**config.mk**
```make
export PLATFORM = sky130hd
export DESIGN_NAME = bus_arb2
export DESIGN_NICKNAME = d
export VERILOG_FILES = /design/src/rtl/bus_arb2.sv
export SDC_FILE = /design/constraint.sdc
export NUM_CORES = 1
export LEC_CHECK = 0
export ABC_AREA = 1
export BUFFER_PORTS_ARGS = -buffer_cell sky130_fd_sc_hd__buf_4
export CAP_MARGIN = 20
export CORE_AREA = 8 8 126 128
export DETAILED_ROUTE_END_ITERATION = 10
export DIE_AREA = 0 0 134 136
export MAX_ROUTING_LAYER = met4
export SLEW_MARGIN = 20
export SYNTH_ARGS = -nofsm -noshare
export SYNTH_HDL_FRONTEND = slang
export SYNTH_SLANG_ARGS = --single-unit
```
**constraint.sdc**
```tcl
create_clock -name clk -period 2.37 [get_ports clk]
set_input_delay 0.474 -clock clk [delete_from_list [all_inputs] [get_ports clk]]
set_output_delay 0.474 -clock clk [all_outputs]
set_load 0.02 [all_outputs]
```
**src/rtl/bus_arb2.sv**
```systemverilog
// Two-master round-robin arbiter for the shared SoC bus. Only one transfer is
// in flight at a time, and a watchdog completes any transfer the bus never acks.
module bus_arb2 #(
    parameter int          TIMEOUT      = 256,
    parameter logic [31:0] TIMEOUT_DATA = 32'hDEAD_BEEF
) (
    input  logic        clk,
    input  logic        reset_l_in,
    input  logic        m0_valid,
    input  logic [31:0] m0_addr,
    input  logic [31:0] m0_wdata,
    input  logic [3:0]  m0_wstrb,
    output logic        m0_ready,
    output logic [31:0] m0_rdata,
    input  logic        m1_valid,
    input  logic [31:0] m1_addr,
    input  logic [31:0] m1_wdata,
    input  logic [3:0]  m1_wstrb,
    output logic        m1_ready,
    output logic [31:0] m1_rdata,
    output logic        bus_re,
    output logic [3:0]  bus_we,
    output logic [31:0] bus_addr,
    output logic [31:0] bus_wdata,
    input  logic [31:0] bus_rdata,
    input  logic        bus_ack,
    input  logic        err_clr,
    output logic        timeout_err,
    output logic [31:0] timeout_addr
);

    localparam int            CW        = (TIMEOUT > 1) ? $clog2(TIMEOUT) : 1;
    localparam logic [CW-1:0] CNT_LAST  = CW'(TIMEOUT - 1);

    typedef enum logic [1:0] {IDLE, GNT0, GNT1} state_t;

    state_t        r_state;
    logic          r_last_grant;
    logic [CW-1:0] r_cnt;
    logic          r_timeout_err;
    logic [31:0]   r_timeout_addr;

    logic          w_active;
    logic          w_sel;
    logic          w_valid;
    logic [31:0]   w_addr;
    logic [31:0]   w_wdata;
    logic [3:0]    w_wstrb;
    logic          w_done;
    logic          w_expire;
    logic          w_ready;
    logic [31:0]   w_rdata;

    // Granted master's live request, muxed once and shared by all outputs.
    always_comb begin
        w_active = (r_state == GNT0) || (r_state == GNT1);
        w_sel    = (r_state == GNT1);
        w_valid  = w_active && (w_sel ? m1_valid : m0_valid);
        w_addr   = w_sel ? m1_addr  : m0_addr;
        w_wdata  = w_sel ? m1_wdata : m0_wdata;
        w_wstrb  = w_sel ? m1_wstrb : m0_wstrb;
        w_done   = w_valid && bus_ack;
        w_expire = w_valid && !bus_ack && (r_cnt == CNT_LAST);
        w_ready  = w_done || w_expire;
        w_rdata  = w_done ? bus_rdata : TIMEOUT_DATA;
    end

    always_comb begin
        bus_re       = w_valid && !w_expire;
        bus_we       = w_valid ? w_wstrb : 4'h0;
        bus_addr     = w_active ? w_addr  : 32'h0;
        bus_wdata    = w_active ? w_wdata : 32'h0;
        m0_ready     = w_ready && !w_sel;
        m1_ready     = w_ready && w_sel;
        m0_rdata     = m0_ready ? w_rdata : 32'h0;
        m1_rdata     = m1_ready ? w_rdata : 32'h0;
        timeout_err  = r_timeout_err;
        timeout_addr = r_timeout_addr;
    end

    always_ff @(posedge clk or negedge reset_l_in) begin
        if (!reset_l_in) begin
            r_state        <= IDLE;
            r_last_grant   <= 1'b1;
            r_cnt          <= '0;
            r_timeout_err  <= 1'b0;
            r_timeout_addr <= 32'h0;
        end else begin
            // A timeout in the same cycle as err_clr keeps the error set.
            if (w_expire) begin
                r_timeout_err  <= 1'b1;
                r_timeout_addr <= w_addr;
            end else if (err_clr) begin
                r_timeout_err  <= 1'b0;
            end

            case (r_state)
                IDLE: begin
                    r_cnt <= '0;
                    if (m0_valid && m1_valid)
                        r_state <= r_last_grant ? GNT0 : GNT1;
                    else if (m0_valid)
                        r_state <= GNT0;
                    else if (m1_valid)
                        r_state <= GNT1;
                end
                default: begin
                    if (!w_valid) begin
                        r_state <= IDLE;
                    end else if (w_ready) begin
                        r_state      <= IDLE;
                        r_last_grant <= w_sel;
                    end else begin
                        r_cnt <= r_cnt + 1'b1;
                    end
                end
            endcase
        end
    end

endmodule

```
==> flow_metrics.env <==
export IMPL_status="finished, violations left"
export IMPL_violations="negative setup slack"
export IMPL_gp_congestion=0.891
export IMPL_cp_arrival_ns=2.05
export IMPL_r2r_end="r_cnt[0]$_DFFE_PN0P_"
export IMPL_path_delay_family="buffers and inverters"
export IMPL_crit_chain="inv_2 > ha_4 > inv_4 > nor2_4 > nand2_4 > a21oi_4 > clkbuf_16 > nand2_8 > a21oi_4 > buf_6"
export IMPL_syn_inst=515
export IMPL_regArea_sq_um=1100
export IMPL_synthToLayoutAreaGrowth_pct=117
export IMPL_pwr_share_comb_pct=81.3
export IMPL_fin_util_pct=55.8
export IMPL_cp_start_kind="register"
export IMPL_ys_seq_elements=44
export IMPL_multi_input_area_sq_um=2810
export IMPL_drt_total_wl_um=20600
export IMPL_crit_type="reg -> out"
export IMPL_clock_sinks=44
export IMPL_cp_end_kind="primary output"
export IMPL_wire_per_inst_um=19.4
export IMPL_core_area_sq_um=14000
export IMPL_hold_viol=0
export IMPL_final_nets=1051
export IMPL_gr_usage_met1_pct=21.7
export IMPL_peakVddDrop_mv=0.640
export IMPL_std_cell_rows=44
export IMPL_die_x_um=134
export IMPL_die_area_sq_um=18200
export IMPL_vias=4900
export IMPL_antenna_found_initial=1
export IMPL_finalSetupViolCount=79
export IMPL_slew_headroom_pct=63.2
export IMPL_gr_usage_met3_pct=6.28
export IMPL_grt_start_max_net_pins=77
export IMPL_synth_cell_type_count=30
export IMPL_r2r_slack_ns=0.30
export IMPL_clkPwrFrac_pct=9.1
export IMPL_hpwlAfterDp_um=14700
export IMPL_layout_min_cycle_time_ns=2.53
export IMPL_cp_max_fo=6
export IMPL_finalClockSkew_ns=0.00611
export IMPL_reg2reg_depth=9
export IMPL_first_pass_iters=4
export IMPL_tns_ns=-6.34
export IMPL_max_cap_violations=0
export IMPL_finalCritPeriodShare_pct=107
export IMPL_syn_area_sq_um=3610
export IMPL_p_leak_nw=3.88
export IMPL_drtIter0Drc=202
export IMPL_clock_root_buffer="clkbuf_16"
export IMPL_cts_max_level=2
export IMPL_synth_seq_area_share_pct=30.5
export IMPL_clk_pin_slew_worst_paths_ns=0.07
export IMPL_yosys_warnings=0
export IMPL_drc=0
export IMPL_numCtsBuffers=5
export IMPL_p_int_mw=4.36
export IMPL_start_util_pct=25.7
export IMPL_setup_ws_ns=-0.158
export IMPL_placement_io_buffers=341
export IMPL_grt_pass1_wl_um=27500
export IMPL_routed_via_density=4.62
export IMPL_power_density_nw_per_um2=1120
export IMPL_power_frac_seq_pct=9.6
export IMPL_rsz0062_at_grt="yes"
export IMPL_syn_num_nets=692
export IMPL_crit_slowest_cell="dfrtp_1"
export IMPL_pin_count=342
export IMPL_crit_required_ns=1.90
export IMPL_tightest_slew_ns=0.552
export IMPL_busiest_layer="met2"
export IMPL_fp_dieH_um=136
export IMPL_clk_latency_ns=0.29
export IMPL_grt_pass1_vias=4715
export IMPL_cts_path_max_buffers=2
export IMPL_grtUsageTotal_pct=19.8
export IMPL_fill_cells=1224
export IMPL_syn_area_per_cell_sq_um=7.01
export IMPL_timing_hold_ws_ns=0.170
export IMPL_use_met2_pct=33.6
export IMPL_p_switching_mw=4.44
export IMPL_crit_buf_inv=4
export IMPL_antenna_left=0
export IMPL_finalMaxSlewViolations=0
export IMPL_hold_class="in -> async"
export IMPL_max_stage_delay_ns=0.41
export IMPL_sw_frac_of_total_pct=50.4
export IMPL_cts_tree="yes"
export IMPL_r2r_start="r_state[1]$_DFFE_PN0P_"
export IMPL_drive_gt1_share_pct=58.2
export IMPL_crit_top_cell="a21oi_4"
export IMPL_fmax_mhz=396
export IMPL_grt_remaining_overflow=0
==> cell usage after synthesis <==
| library cell | number | share of area (%) |
|---|---|---|
| a21oi_1 | 16 | 2.2 |
| xnor2_1 | 1 | 0.24 |
| nor2_1 | 122 | 13 |
| nor2_2 | 2 | 0.35 |
| nand4_1 | 1 | 0.17 |
| or2_2 | 1 | 0.17 |
| nand2_4 | 3 | 0.94 |
| o21ai_2 | 3 | 0.73 |
| nand2_2 | 2 | 0.35 |
| nor2_4 | 1 | 0.31 |
| buf_1 | 4 | 0.42 |
| a21oi_2 | 38 | 9.2 |
| a21oi_4 | 1 | 0.45 |
| inv_2 | 2 | 0.21 |
| inv_1 | 40 | 4.2 |
| mux2i_1 | 32 | 8.9 |
| ha_1 | 3 | 1.0 |
| o21ai_1 | 19 | 2.6 |
| nand3_1 | 19 | 2.6 |
| clkinv_1 | 1 | 0.10 |
| o21ai_0 | 44 | 6.1 |
| clkbuf_1 | 10 | 1.0 |
| buf_4 | 5 | 1.0 |
| dfrtp_1 | 43 | 30 |
| xor2_1 | 3 | 0.73 |
| nand3_2 | 1 | 0.28 |
| dfstp_2 | 1 | 0.73 |
| nand2_1 | 79 | 8.2 |
| buf_2 | 8 | 1.1 |
| buf_6 | 10 | 3.1 |
==> repair_timing <==
item | CTS | global route
pin swaps | 13 | 14
gates resized for setup | 54 | 121
hold buffers | 0 | 0
setup buffers | 11 | 7
cloned | 6 | 9
endpoints found under the setup margin | 99 | 134
==> registers in the layout, summed over array words and instances, names as in the netlist <==
| signal | cells |
|---|---|
| r_last_grant | 1 |
| timeout_addr | 32 |
| r_state | 2 |
| timeout_err | 1 |
| r_cnt | 8 |
==> per-layer routing <==
metal / share of wire (%) / wire length [um] / vias up
met3: 8.2 / 1680 / 36
li1: - / - / 2386
met5: 0 / 0 / -
met4: 3.3 / 684 / 0
met1: 39 / 8100 / 2233
met2: 49 / 10100 / 245
==> cell usage in the layout (no fill, tap or decap), drive strengths merged <==
cell type  Yosys  routed
a21oi         55      55
buf           27     378
bufinv         0       1
clkbuf        10      10
clkinv         1       2
clkinvlp       0       1
dfrtp         43      43
dfstp          1       1
diode          0       1
ha             3       3
inv           42      42
mux2i         32      32
nand2         84      90
nand3         20      20
nand4          1       1
nor2         125     125
o21ai         66      66
or2            1       1
xnor2          1       1
xor2           3       3
==> worst max path at each step <==
stage / startpoint / slack [ns] / cells after the start / endpoint
after floorplan: r_state[0]$_DFFE_PN0P_ / 0.14 / 9 / m1_rdata[3]
after global placement: r_state[1]$_DFFE_PN0P_ / 0.04 / 10 / m0_rdata[0]
after detailed placement: r_state[1]$_DFFE_PN0P_ / 0.008 / 9 / m0_rdata[3]
after CTS: r_state[1]$_DFFE_PN0P_ / -0.16 / 11 / m1_rdata[17]
after global routing: r_state[0]$_DFFE_PN0P_ / -0.24 / 10 / m1_rdata[15]
final: r_state[1]$_DFFE_PN0P_ / -0.16 / 10 / m1_rdata[15]
==> kinds of logic (layout without fill, tap and decap cells) <==
logic type	Yosys count	count (layout)	share of synthesized area, %
other	0	1	0
AND/OR/NAND/NOR	231	237	26.1
multiplexers	32	32	8.87
XOR/XNOR	4	4	0.970
buffers and inverters	80	434	11.2
flip-flops	44	44	30.5
adder cells (fa/ha/maj)	3	3	1.04
AO/OA/AOI/OAI	121	121	21.3
==> metrics by stage <==
stage / total power [mW] / instances / setup WS, ns / area, sq um
6_report: 8.80 / 1060 / -0.158 / 7830
4_1_cts: 7.81 / 1044 / -0.160 / 7000
3_5_place_dp: 6.42 / 1019 / 0.00838 / 6390
2_1_floorplan: 4.04 / 515 / 0.145 / 3610
3_3_place_gp: 6.43 / 1019 / 0.0413 / 6390
5_1_grt: 9.27 / 1060 / -0.239 / 7830
==> power by group through the flow <==
| stage | clock network [mW] | registers [mW] | logic (mW) |
|---|---|---|---|
| floorplan | 0 | 0.846 | 3.19 |
| global placement | 0 | 0.852 | 5.58 |
| detailed placement | 0 | 0.855 | 5.57 |
| CTS | 0.833 | 0.843 | 6.13 |
| global route | 0.855 | 0.850 | 7.56 |
| finish | 0.802 | 0.843 | 7.15 |
==> worst reg2reg max path, stage by stage, from the launching register on <==
cell and delay (ns):
dfrtp_1 0.41, inv_2 0.06, ha_4 0.28, buf_4 0.29, nand2_1 0.09, nor2_1 0.21, nand3_2 0.24, nand2_2 0.25
nand3_1 0.10, nand2_1 0.08
==> cell type report <==
type                       instances  area share (%)
timing repair buffer             383            42.7
tap                              184            2.94
inverter                          43            2.25
clock inverter                     3           0.591
antenna                            1          0.0320
multi-input combinational        397            35.8
clock buffer                       5            1.60
sequential                        44            14.1
(Power assumes the default switching activity.)
